===== src/rtl/csa_accumulator.sv =====
// Multi-operand accumulator: carry-save accumulation per beat, then a chunked
// ripple resolve of the redundant (S, C) pair before presenting the result.
module csa_accumulator #(
    parameter int WIDTH = 4,
    parameter int GUARD = 4,
    parameter int CHUNK = 4
) (
    input  logic                     clk,
    input  logic                     rst,
    input  logic                     in_valid,
    output logic                     in_ready,
    input  logic [WIDTH-1:0]         in_data,
    input  logic                     in_last,
    output logic                     out_valid,
    input  logic                     out_ready,
    output logic [WIDTH+GUARD-1:0]   out_sum,
    output logic [GUARD:0]           out_count,
    output logic                     out_ovf
);

    localparam int ACC_W = WIDTH + GUARD;
    localparam int NCH   = ACC_W / CHUNK;
    localparam int CNT_W = GUARD + 1;
    localparam int IDX_W = (NCH > 1) ? $clog2(NCH) : 1;

    localparam logic [CNT_W-1:0] CNT_FULL = CNT_W'(2 ** GUARD);
    localparam logic [CNT_W-1:0] CNT_SAT  = CNT_W'(2 ** GUARD + 1);
    localparam logic [IDX_W-1:0] IDX_LAST = IDX_W'(NCH - 1);

    typedef enum logic [1:0] {ACCUM, RESOLVE, DONE} state_t;

    state_t             state_q, state_d;
    logic [ACC_W-1:0]   s_q, s_d, c_q, c_d;
    logic [CNT_W-1:0]   cnt_q, cnt_d;
    logic [IDX_W-1:0]   idx_q, idx_d;
    logic               cin_q, cin_d;
    logic [ACC_W-1:0]   sum_q, sum_d;
    logic [CNT_W-1:0]   ocnt_q, ocnt_d;
    logic               ovf_q, ovf_d;

    logic [ACC_W-1:0]   din;
    logic [CHUNK:0]     chunk_add;
    int                 base;

    assign din       = {{GUARD{1'b0}}, in_data};
    assign in_ready  = (state_q == ACCUM) && !rst;
    assign out_valid = (state_q == DONE);
    assign out_sum   = sum_q;
    assign out_count = ocnt_q;
    assign out_ovf   = ovf_q;

    always_comb begin
        state_d   = state_q;
        s_d       = s_q;
        c_d       = c_q;
        cnt_d     = cnt_q;
        idx_d     = idx_q;
        cin_d     = cin_q;
        sum_d     = sum_q;
        ocnt_d    = ocnt_q;
        ovf_d     = ovf_q;
        base      = int'(idx_q) * CHUNK;
        chunk_add = '0;

        case (state_q)
            ACCUM: begin
                if (in_valid) begin
                    // 3:2 compression; carry-out of the top bit falls off the shift
                    s_d = s_q ^ c_q ^ din;
                    c_d = ((s_q & c_q) | (s_q & din) | (c_q & din)) << 1;
                    if (cnt_q != CNT_SAT)
                        cnt_d = cnt_q + CNT_W'(1);
                    if (in_last) begin
                        state_d = RESOLVE;
                        idx_d   = '0;
                        cin_d   = 1'b0;
                    end
                end
            end
            RESOLVE: begin
                chunk_add = {1'b0, s_q[base +: CHUNK]} + {1'b0, c_q[base +: CHUNK]}
                          + {{CHUNK{1'b0}}, cin_q};
                sum_d[base +: CHUNK] = chunk_add[CHUNK-1:0];
                cin_d = chunk_add[CHUNK];
                idx_d = idx_q + IDX_W'(1);
                if (idx_q == IDX_LAST) begin
                    state_d = DONE;
                    ocnt_d  = cnt_q;
                    ovf_d   = (cnt_q > CNT_FULL);
                end
            end
            DONE: begin
                if (out_ready) begin
                    state_d = ACCUM;
                    s_d     = '0;
                    c_d     = '0;
                    cnt_d   = '0;
                end
            end
            default: state_d = ACCUM;
        endcase
    end

    always_ff @(posedge clk or posedge rst) begin
        if (rst) begin
            state_q <= ACCUM;
            s_q     <= '0;
            c_q     <= '0;
            cnt_q   <= '0;
            idx_q   <= '0;
            cin_q   <= 1'b0;
            sum_q   <= '0;
            ocnt_q  <= '0;
            ovf_q   <= 1'b0;
        end else begin
            state_q <= state_d;
            s_q     <= s_d;
            c_q     <= c_d;
            cnt_q   <= cnt_d;
            idx_q   <= idx_d;
            cin_q   <= cin_d;
            sum_q   <= sum_d;
            ocnt_q  <= ocnt_d;
            ovf_q   <= ovf_d;
        end
    end

endmodule

===== config.mk =====
export PLATFORM = sky130hd
export DESIGN_NAME = csa_accumulator
export DESIGN_NICKNAME = d
export VERILOG_FILES = /design/src/rtl/csa_accumulator.sv
export SDC_FILE = /design/constraint.sdc
export NUM_CORES = 1
export LEC_CHECK = 0
export CORE_AREA = 2 2 73 75
export DETAILED_ROUTE_END_ITERATION = 16
export DIE_AREA = 0 0 75 77
export PLACE_DENSITY = 0.66
export SYNTH_ARGS = -nofsm -noshare
export SYNTH_HDL_FRONTEND = slang
export SYNTH_SLANG_ARGS = --single-unit

===== constraint.sdc =====
create_clock -name clk -period 1.95 [get_ports clk]
set_input_delay 0.39 -clock clk [delete_from_list [all_inputs] [get_ports clk]]
set_output_delay 0.39 -clock clk [all_outputs]
set_load 0.02 [all_outputs]

==> results list, run 1 <==
- Outcome: finished clean
- Clock network fraction of design power: 15.0%
- At the worst endpoint, the required time is 2130 ps.
- Leakage power total: 1.128 nW
- The number of max-slew violations in the final report was 0.
- Proportion of netlist area held by the largest area contributor: 48.78%
* Boundary pin count: 25
- Flop pwr share: 36.9%
- The worst hold path belongs to the class flip-flop to flip-flop.
- MaxCap Viol Count: 0
- The floorplan step set the die width to 75 um.
* Number of nets with antenna violations after detailed routing: 0
- Synthesis instantiated 38 different standard cells from the library.
* Area Growth Syn to Fin: 24.39%
- The worst register-to-register path begins at idx_q.
- After floorplanning, the core was divided into 26 placement rows.
- In this run the power density over the cells is 1540 nW/um^2.
* Latest clock arrival within the worst-skew pair: 290 ps
- Gp weighted congestion: 0.8506
* Total routed wirelength: 3.746 mm
- Buffers placed on the I/O ports in this run total 24.
* Global-route wire length before repair: 6.223 mm
- Tmin final: 1884 ps
- The global routing stage identified its most utilized layer as met2.
- Unrepaired setup endpoints after global routing: no
- The floorplan step defined a die boundary enclosing 5775 sq um.
- After Yosys synthesis, full adders, half adders and majority gates account for 11.55% of the synthesized area.
- 0 antenna diodes ended up in the layout.
* Setup TNS: 0 ps
* R2r setup slk: 70 ps
* Number of buffers between clock root and the deepest sink: 2
- Via total after detailed routing: 1352
- Top cells by area in the synthesized netlist: sky130_fd_sc_hd__dfrtp_1 49%, sky130_fd_sc_hd__mux2_2 7.5%, sky130_fd_sc_hd__ha_1 6.4%
- Sequential element share of the synthesized area: 48.78%
- In the finished design, the share of the clock period the worst path needs comes to 96.64%.
- Number of global-route vias before repair: 1266
- Setup violations remaining at the end of the flow were counted as 0.
- Of all cell types, the one taking the most synthesized area is sky130_fd_sc_hd__dfrtp_1.
- For this run, global-route usage on met3 was measured as 3.942%.
* Die outline height: 77 um
* CTS tree: yes
- Kind of critical path: flip-flop to flip-flop
* Top achievable clock speed: 530.7 MHz
- The synthesized netlist devotes 15.02% of its cell area to compound gates.
* Post-route worst hold slack: 483.2 ps
- Number of nets at the end of the flow: 223
* Logic pwr share: 48.0%
* Final HPWL from detailed placement: 2.524 mm
- Number of buffers added by the clock tree synthesis step: 5
- The worst setup path is captured at a flip-flop.
- Initial antenna violation count: 0
* Count of routing violations after the opening detailed-route iteration: 97
- Net switching share of the total power: 38.90%
- In this run the mean area of a mapped cell was 11.67 sq um.
* Grt met1 use: 20.31%
- Sw power: 1.453 mW
- Largest fanout on the critical path: 7
* Critical path endpoint: out_sum[5]
- The first detailed-routing pass took 4 iterations.
- Overflow left after global routing: 0
- Worst rel slew slack: 60.64%
* Worst reg2reg endpoint: out_sum[5]
- Actual transition at the worst max-transition pin: 588.7 ps
- The final count of hold timing violations was 0.
- By area, the combinational part of the netlist is dominated by compound AO/OA/AOI/OAI gates.
* Remaining routing DRC violations: 0
* GR Util met2: 20.44%
- Entering global routing, the biggest net connects 39 pins.
* Worst setup SP type: flip-flop
- The startpoint identified for the worst hold timing path is out_count[1].
* Share of the synthesized netlist area taken by xor and xnor gates: 0.4493%
- Final clock skew: 6.106 ps
* Clock-pin slew on the worst setup and hold paths: 80 ps
- Clock tree synthesis found a total of 38 sinks.
- The mapped netlist covers 1949 sq um.
- Cell-internal power: 2.282 mW
* Peak supply drop: 491.6 uV
- Yosys printed 0 warnings.
* Depth of the worst register-to-register path: 5
- Synthesized net count: 191
* Placeable core region: 4977 sq um
- Cells with a size suffix above 1 make up 21.00% of the layout.
- The H-tree generated during clock tree synthesis spans 2 levels.
- Arrival time at the worst endpoint: 2070 ps
* Beginning of the critical path: idx_q
- Measured against the total synthesized area, the mux share comes to 9.243%.
- After clock tree synthesis, the flow added hold-fix buffers numbering 0.
- Routed length per placed instance: 13.87 um
- Cell chosen for the clock root: sky130_fd_sc_hd__clkbuf_8
- The initial utilization of the core area, before any placement, comes to 39.17%.
* Average vias per placed instance: 5.007
- Summing the areas of all and, or, nand and nor instances in the mapped netlist gives 10.65% of the synthesized area.
* FF+latch count, synth: 38
- Number of standard cells after synthesis: 167
- In the global route stage, overall resource usage came out at 14.32%.
-- sequential cells by signal (all words and copies together), names as in the netlist, 2 cells and up --
name / flops
out_count: 5
state_q: 2
cnt_q: 5
s_q: 8
c_q: 7
out_sum: 8
-- cell type report --
| cell class | instances | area (sq um) |
|---|---|---|
| Sequential cell | 38 | 953.4 |
| Inverter | 6 | 22.52 |
| Clock inverter | 1 | 5.005 |
| Clock buffer | 7 | 86.33 |
| Multi-Input combinational cell | 112 | 929.6 |
| Timing Repair Buffer | 36 | 340.3 |
| Tap cell | 70 | 87.58 |
| Fill cell | 454 | 2552 |
-- per-layer routing --
layer  share of wire, %  wire (um)
met2                 45       1686
met5                  0          0
met4                1.8         69
met1                 50       1876
met3                3.0        114
-- cells in the mapped netlist --
cell type,n
sky130_fd_sc_hd__dfrtp_1,38
sky130_fd_sc_hd__nand2_1,15
sky130_fd_sc_hd__a22o_1,14
sky130_fd_sc_hd__mux2_2,13
sky130_fd_sc_hd__o21ai_0,12
sky130_fd_sc_hd__ha_1,10
sky130_fd_sc_hd__inv_1,6
sky130_fd_sc_hd__fa_1,5
sky130_fd_sc_hd__nor2_1,5
sky130_fd_sc_hd__a21oi_1,4
sky130_fd_sc_hd__buf_2,4
sky130_fd_sc_hd__clkbuf_1,4
sky130_fd_sc_hd__nand3_1,3
sky130_fd_sc_hd__nand4_1,3
sky130_fd_sc_hd__a211o_1,2
sky130_fd_sc_hd__a31oi_1,2
sky130_fd_sc_hd__buf_6,2
sky130_fd_sc_hd__mux2i_1,2
sky130_fd_sc_hd__nand2b_1,2
sky130_fd_sc_hd__nand3b_1,2
sky130_fd_sc_hd__o31ai_1,2
sky130_fd_sc_hd__a211oi_1,1
sky130_fd_sc_hd__a211oi_2,1
sky130_fd_sc_hd__a21boi_0,1
sky130_fd_sc_hd__a21o_1,1
sky130_fd_sc_hd__a32o_1,1
sky130_fd_sc_hd__and3_1,1
sky130_fd_sc_hd__and4b_1,1
sky130_fd_sc_hd__buf_1,1
sky130_fd_sc_hd__mux2i_2,1
sky130_fd_sc_hd__nor3_1,1
sky130_fd_sc_hd__nor3b_1,1
sky130_fd_sc_hd__nor3b_2,1
sky130_fd_sc_hd__nor4b_1,1
sky130_fd_sc_hd__or2_1,1
sky130_fd_sc_hd__or3_1,1
sky130_fd_sc_hd__or3b_1,1
sky130_fd_sc_hd__xnor2_1,1
-- per-stage QoR --
step	instances	utilization, %	power, mW	instance area (sq um)	setup WS [ps]
after detailed placement	261	46.43	3.159	2311	-21.24
after floorplan	167	-	2.559	1953	1.686
after global routing	270	48.72	4.043	2425	7.822
after CTS	269	48.27	3.739	2402	0.05240
after global placement	261	46.43	3.125	2311	2.429
final	270	48.72	3.735	2425	65.55
-- worst max-delay path, stage by stage, from the launching register on --
cell and delay (ps):
sky130_fd_sc_hd__dfrtp_2 460, sky130_fd_sc_hd__mux2i_2 180, sky130_fd_sc_hd__fa_2 350, sky130_fd_sc_hd__inv_1 80, sky130_fd_sc_hd__fa_2 440, sky130_fd_sc_hd__mux2_2 260
-- kinds of logic (layout without fill, tap and decap cells) --
family          Yosys count  after routing
compound gates           41             41
simple gates             39             39
flops                    38             38
buf+inv                  17             50
mux                      16             16
fa+ha+maj                15             15
xor+xnor                  1              1
-- cell usage in the layout (no fill, tap or decap), drive strengths merged, types with 4 or more instances in the layout --
master and count:
a21oi 4, a22o 14, buf 12, clkbuf 7, clkdlybuf4s50 22, dfrtp 38
fa 5, ha 10, inv 6, mux2 13, nand2 15, nor2 5
o21ai 12
-- worst min path at each step --
stage	slack [ps]	to	cells past startpoint
after global placement	460	out_count[0]	2
after floorplan	470	cin_q	2
final	480	out_count[1]	2
after detailed placement	470	out_sum[1]	2
after CTS	490	out_sum[1]	2
after global routing	520	out_sum[6]	2
-- power groups by stage --
stage               combinational [mW]  sequential, mW  clock, mW
floorplan                         1.14            1.42          0
global placement                  1.74            1.38          0
detailed placement                1.77            1.39          0
CTS                               1.78            1.38      0.586
global route                      1.99            1.43      0.621
finish                            1.79            1.38      0.561
-- timing repair --
| item | 4_1_cts | 5_1_grt |
|---|---|---|
| endpoints found under the hold margin | 0 | 0 |
| buffers inserted | 0 | 1 |
| setup endpoints to repair | 4 | 4 |
| cloned | 0 | 0 |
| pin swaps | 0 | 1 |
| gates resized for setup | 4 | 5 |
No activity file was read; power rests on OpenSTA's default activity.
==> inputs of run 2 (changes only) <==
--- a/config.mk
+++ b/config.mk
@@ -5,10 +5,11 @@
 export SDC_FILE = /design/constraint.sdc
 export NUM_CORES = 1
 export LEC_CHECK = 0
-export CORE_AREA = 2 2 73 75
+export CORE_AREA = 2 2 84 66
 export DETAILED_ROUTE_END_ITERATION = 16
-export DIE_AREA = 0 0 75 77
+export DIE_AREA = 0 0 86 68
 export PLACE_DENSITY = 0.66
+export RECOVER_POWER = 50
 export SYNTH_ARGS = -nofsm -noshare
 export SYNTH_HDL_FRONTEND = slang
 export SYNTH_SLANG_ARGS = --single-unit
==> run 2 against run 1 <==
  * Utilization decreased by 2.0 points
  * Via count decreased by 0.52%
  * Flip-flop and latch count unchanged
  * Fmax increased by 1.4%
  * Highest routed layer unchanged
  * Critical path depth increased by 1
  * Combinational power about the same
  * Final area decreased by 2.0%
  * Worst setup slack improved by 26 ps
==> results list, run 2 (synthesis gave the netlist of run 1 again) <==
- IR analysis of the VDD net gives a maximum drop of 418.4 uV.
- The critical path in this run is classified as flip-flop to flip-flop.
- Total routed wirelength: 3.761 mm
- H-tree level count: 2
- At the end of routability-driven placement, the weighted congestion stood at 0.7105.
* Critical-path cell with the highest stage delay: sky130_fd_sc_hd__dfrtp_2
* Via total after detailed routing: 1345
* Post-route worst hold slack: 481.2 ps
- Most frequent cells in the layout: 37 x sky130_fd_sc_hd__dfrtp_1, 20 x sky130_fd_sc_hd__clkdlybuf4s50_1, 15 x sky130_fd_sc_hd__nand2_1
* Chain of cells forming the critical path: buf_4, mux2_2, fa_1, a21o_1, a21oi_1, o21ai_0
- Post-Place Cell Area: 2301 sq um
* Final setup fails: 0
- Compared with the post-synthesis result, the final layout area differs by 21.95%.
- Count of routing violations after the opening detailed-route iteration: 45
- Number of cells after detailed placement: 253
- Required time of the critical path: 2120 ps
- For flop-to-flop paths, the worst setup slack is 90 ps.
- After legalization and detailed placement, the total HPWL measured 2.733 mm.
- After clock tree synthesis, the flow added hold-fix buffers numbering 0.
- On the final layout, the worst clock skew is 6.538 ps.
- The design draws 3.672 mW.
- For the worst setup path, the data arrival time is 2030 ps.
- Number of global-route vias before repair: 1253
* Pin count of the biggest net entering global routing: 39
* Leading cell type in the layout, fill and taps excluded: sky130_fd_sc_hd__dfrtp_1
- Global routing used 14.22% of the available tracks across all layers.
- After layout, the worst setup slack is 91.70 ps.
- In this run the worst path has a maximum fanout of 7.
* MaxCap Viol Count: 0
- TritonCTS built the clock tree.
- The tree is rooted in a sky130_fd_sc_hd__clkbuf_8.
- The post-route netlist has 17.09% of its cells at a drive strength greater than 1.
- Number of sinks driven by the clock tree: 38
- The die covers 5848 sq um.
* Power Density: 1545 nW/um^2
- Routed length per placed instance: 14.41 um
* Pins over their slew limit: 0
- Overflow left after global routing: 0
- The worst setup path is captured at a flip-flop.
- In the final design database the tool counted 223 nets.
- CP Buf/Inv Count: 1
- After layout, the worst path uses 95.30% of the clock period.
- Iteration count of the initial detailed-routing pass: 4
- Boundary pin count: 25
* Number of cells in the finished layout apart from fillers: 261
- Unrepaired setup endpoints after global routing: no
- Leakage power total: 1.119 nW
* Average vias per placed instance: 5.153
- Worst setup SP type: flip-flop
- At the pin with the least slew margin, the transition time is 968.7 ps.
* Tmin final: 1858 ps
- Layout Cell Area excl Fill: 2377 sq um
* Family with the most delay on the worst path: flip-flops
* Global-route wire length before repair: 6.299 mm
* Number of diodes added for antenna fixing: 0
* Number of nets with antenna violations after detailed routing: 0
- Min-Delay Path Class: flip-flop to flip-flop
- Number of rows created at floorplan: 23
* Clock-pin slew on the worst setup and hold paths: 70 ps
- Remaining routing DRC violations: 0
- The flow ran to the end, and the final reports show no timing, DRC or antenna violations.
- Die outline height: 68 um
- Top achievable clock speed: 538.1 MHz
- The count of buffers added on input and output ports is 24.
* Number of buffers between clock root and the deepest sink: 2
- Final-report hold violation count: 0
- Headroom to the max-slew limit came out at 35.42%.
- The initial antenna violation count came to 0.
* Latest clock arrival within the worst-skew pair: 290 ps
- Placeable core region: 5094 sq um
- From left edge to right edge, the die measures 86 um.
- Counting the buffers created by CTS gives 5.
- Initial standard-cell utilization of the core: 38.27%
- Critical Path Max Stage Delay: 440 ps
- At the placement stage, the worst setup path has a slack of -0.1261 ps.
## run 2: area by class of cell
cell class	instances	area [sq um]
fill	494	2716
sequential	38	952.2
multi-input combinational	112	910.9
timing repair buffer	36	337.8
tap	62	77.57
clock buffer	7	76.32
inverter	6	22.52
## run 2: report_power, final
part / internal (mW) / total [mW] / switching, mW / leakage (nW)
clock network: 0.246 / 0.510 / 0.263 / 0.0383
logic: 0.899 / 1.79 / 0.894 / 0.585
registers: 1.09 / 1.37 / 0.277 / 0.496
total: 2.24 / 3.67 / 1.44 / 1.12
## run 2: final timing paths
kind | from | end | cells past startpoint
setup reg to reg | idx_q | cin_q | 6
max in group asynchronous | rst | idx_q | 3
setup / recovery | idx_q | cin_q | 6
hold reg to reg | out_sum[0] | out_sum[0] | 2
min in group asynchronous | rst | cnt_q[0] | 3
hold / removal | out_sum[0] | out_sum[0] | 2
## run 2: worst reg2reg max path: stages, from the launching register on
cell	delay [ps]
sky130_fd_sc_hd__dfrtp_2	440
sky130_fd_sc_hd__buf_4	130
sky130_fd_sc_hd__mux2_2	350
sky130_fd_sc_hd__fa_1	430
sky130_fd_sc_hd__a21o_1	180
sky130_fd_sc_hd__a21oi_1	130
sky130_fd_sc_hd__o21ai_0	80
## run 2: stage by stage
step	TNS (ps)	utilization, %
2_1_floorplan	0	-
3_3_place_gp	-7.470	45.17
3_5_place_dp	-0.1261	45.17
4_1_cts	0	46.62
5_1_grt	0	46.67
6_report	0	46.67
## run 2: what timing repair did
item,4_1_cts,5_1_grt
resized for setup,2,3
pin swaps,0,1
setup buffers,0,1
endpoints found under the setup margin,2,6
## run 2: layer usage
| layer | track usage, % | routed length [um] |
|---|---|---|
| met5 | 0 | 0 |
| met2 | 19.09 | 1549 |
| met1 | 21.48 | 2040 |
| met3 | 3.981 | 119 |
| met4 | 5.357 | 52 |
==> inputs of run 3 (changes only) <==
--- a/config.mk
+++ b/config.mk
@@ -5,9 +5,10 @@
 export SDC_FILE = /design/constraint.sdc
 export NUM_CORES = 1
 export LEC_CHECK = 0
-export CORE_AREA = 2 2 84 66
+export CAP_MARGIN = 20
+export CORE_AREA = 8 8 90 72
 export DETAILED_ROUTE_END_ITERATION = 16
-export DIE_AREA = 0 0 86 68
+export DIE_AREA = 0 0 98 80
 export PLACE_DENSITY = 0.66
 export RECOVER_POWER = 50
 export SYNTH_ARGS = -nofsm -noshare
==> constraint.sdc (replaced) <==
create_clock -name clk -period 1.95 [get_ports clk]
set_input_delay 0.39 -clock clk [delete_from_list [all_inputs] [get_ports clk]]
set_output_delay 0.39 -clock clk [all_outputs]
set_load 0.05 [all_outputs]
==> run 3 against run 2 <==
  * Worst setup slack got worse by 5.5 ps
  * Count of clock-buffer cells in the layout decreased by 1
  * Hold slack got worse by 0.67 ps
  * First-iteration DRC count increased by 120%
  * Global-route usage decreased by 3.4 points
  * Utilization increased by 1.3 points
  * Clock power increased by 2%
  * Sequential share of layout area decreased by 1.0 points
  * Total power increased by 11%
  * Fmax decreased by 0.30%
  * Via count decreased by 2.2%
==> results list, run 3 (synthesis gave the netlist of run 1 again) <==
- Cell-internal power: 2.322 mW
- TritonCTS built the clock tree.
- Of all nets on the critical path, the largest fanout is 5.
* Placeable core region: 5094 sq um
* Outcome: finished clean
- For this configuration, the core starts out at a cell density of 38.27%.
- In the finished design, the share of the clock period the worst path needs comes to 95.58%.
* Peak supply drop: 557.5 uV
- The min-delay analysis places its worst path in the category flip-flop to flip-flop.
* Quantity of I/O buffers inserted on ports: 24
* Chain of cells forming the critical path: buf_4, mux2_2, ha_1, a21oi_1, a211o_1, nand3_1
* Number of global-route vias before repair: 1431
- In the final layout, the share of cells above drive strength 1 is 21.89%.
* Tmin final: 1864 ps
- Top achievable clock speed: 536.5 MHz
* Cell chosen for the clock root: sky130_fd_sc_hd__clkbuf_8
- Most frequent cells in the layout: 36 x sky130_fd_sc_hd__dfrtp_1, 21 x sky130_fd_sc_hd__clkdlybuf4s50_1, 15 x sky130_fd_sc_hd__nand2_1
- Remaining routing DRC violations: 0
- Measured on the finished design, the core utilization comes to 47.92%.
- The number of antenna diodes in the final layout is 0.
* Leading cell type in the layout, fill and taps excluded: sky130_fd_sc_hd__dfrtp_1
- MaxCap Viol Count: 0
- At the worst endpoint, the arrival time is 2030 ps.
- Measured in cells, the most critical reg-to-reg path has a length of 6.
* Number of nets at the end of the flow: 226
* # fillers: 446
- The clock net in this run drives a total of 38 sinks.
* Via total after detailed routing: 1315
- Initial antenna violation count: 0
* Global-route wire length before repair: 6.803 mm
* Final clock skew: 3.304 ps
- Iteration count of the initial detailed-routing pass: 4
- In this run the power spent charging and discharging nets is 1.741 mW.
- Area of the die: 7840 sq um
- 25 I/O pins were placed.
- Per report_power, the clock group accounts for 12.8% of the total.
* Pin count of the biggest net entering global routing: 39
- Post-route worst hold slack: 480.5 ps
- Kind of critical path: flip-flop to flip-flop
* Critical Path Max Stage Delay: 410 ps
- The slowest stage of the critical path is the sky130_fd_sc_hd__dfrtp_2 cell.
- The total overflow left after global routing is 0.
* Required time of the critical path: 2120 ps
- Average vias per placed instance: 5.000
- Power Density: 1665 nW/um^2
* Hold bufs inserted after CTS: 0
- Critical path depth in cells: 6
- The floorplan has 23 rows.
- Actual transition at the worst max-transition pin: 957.3 ps
- STA classifies the critical path startpoint as a flip-flop.
* Aggregate global-route resource usage: 10.82%
- Along the worst hold path, the cell count comes to 2.
- Die Span X: 98 um
- Counting the buffers created by CTS gives 5.
- The H-tree was split into 2 levels.
- Counting both buffers and inverters, the worst setup path holds a total of 1.
- Sequential cells burn 34.5% of the power.
* CP Capture Type: flip-flop
- No sink is reached through more buffers than the 2 on the longest clock path.
* Total routed wirelength: 3.806 mm
- Final setup fails: 0
- The detail route stage leaves a number of antenna-violating nets equal to 0.
- For this block, the initial DRC count from the detailed router was 101.
- Net switching share of the total power: 42.85%
- Leakage power total: 1.139 nW
- The number of max-slew violations in the final report came to 0.
* Final HPWL from detailed placement: 2.797 mm
- After detailed routing, the average wire length per cell comes to 14.47 um.
- Total power for the finished layout comes to 4.063 mW.
- Die outline height: 80 um
* Clock-pin slew on the worst setup and hold paths: 70 ps
- In this design, the largest share of critical-path delay is due to compound AO/OA/AOI/OAI gates.
- Gp weighted congestion: 0.7527
- Clock latency on the worst-skew pair, taken at its later pin, is 280 ps.
- Area Growth Syn to Fin: 25.22%
- Worst rel slew slack: 36.18%
- Logic pwr share: 52.7%
- The final count of hold timing violations was 0.
## run 3: path summary, 6_finish.rpt
kind / startpoint / end / slack [ps]
setup / recovery: idx_q / out_sum[7] / 90
hold / removal: out_count[1] / out_count[1] / 480
setup reg to reg: idx_q / out_sum[7] / 90
hold reg to reg: out_count[1] / out_count[1] / 480
max in group asynchronous: rst / idx_q / 400
min in group asynchronous: rst / state_q[0] / 880
## run 3: per-stage QoR
| stage | instance area, sq um | setup WS, ps | TNS, ps | instances |
|---|---|---|---|---|
| 2_1_floorplan | 1958 | 1.686 | 0 | 167 |
| 5_1_grt | 2441 | -22.71 | -52.25 | 263 |
| 6_report | 2441 | 86.18 | 0 | 263 |
| 3_3_place_gp | 2341 | 61.93 | 0 | 255 |
| 3_5_place_dp | 2341 | 34.48 | 0 | 255 |
| 4_1_cts | 2424 | 20.79 | 0 | 261 |
## run 3: final cells by class
cell class / instances / area (sq um) / area share, %
well taps: 62 / 77.57 / 3.178
flip-flops and latches: 38 / 953.4 / 39.06
multi-input cells: 112 / 925.9 / 37.93
inverters: 6 / 22.52 / 0.9226
clock buffers: 6 / 82.58 / 3.383
repair buffers: 39 / 379.1 / 15.53
## run 3: metal layers
| layer | up-vias | wire length (um) | track usage [%] |
|---|---|---|---|
| li1 | 671 | - | - |
| met1 | 618 | 1992 | 14.35 |
| met2 | 24 | 1561 | 15.42 |
| met3 | 2 | 215 | 4.268 |
| met4 | 0 | 38 | 4.186 |
| met5 | - | 0 | 0 |
## run 3: power groups by stage
stage | Sequential (mW) | Combinational (mW) | Clock, mW
finish | 1.40 | 2.14 | 0.520
global route | 1.46 | 2.37 | 0.573
CTS | 1.41 | 2.12 | 0.538
detailed placement | 1.42 | 2.12 | 0
global placement | 1.41 | 2.09 | 0
floorplan | 1.67 | 1.18 | 0
## run 3: worst min-delay path, cell delays in order, from the launching register on
cell and delay, ps:
sky130_fd_sc_hd__dfrtp_1 340, sky130_fd_sc_hd__nand2_1 40, sky130_fd_sc_hd__o21ai_0 60
## run 3: what timing repair did
action / in CTS / in global routing
setup buffers: 0 / 2
gates resized for setup: 0 / 5
endpoints found under the setup margin: 0 / 7
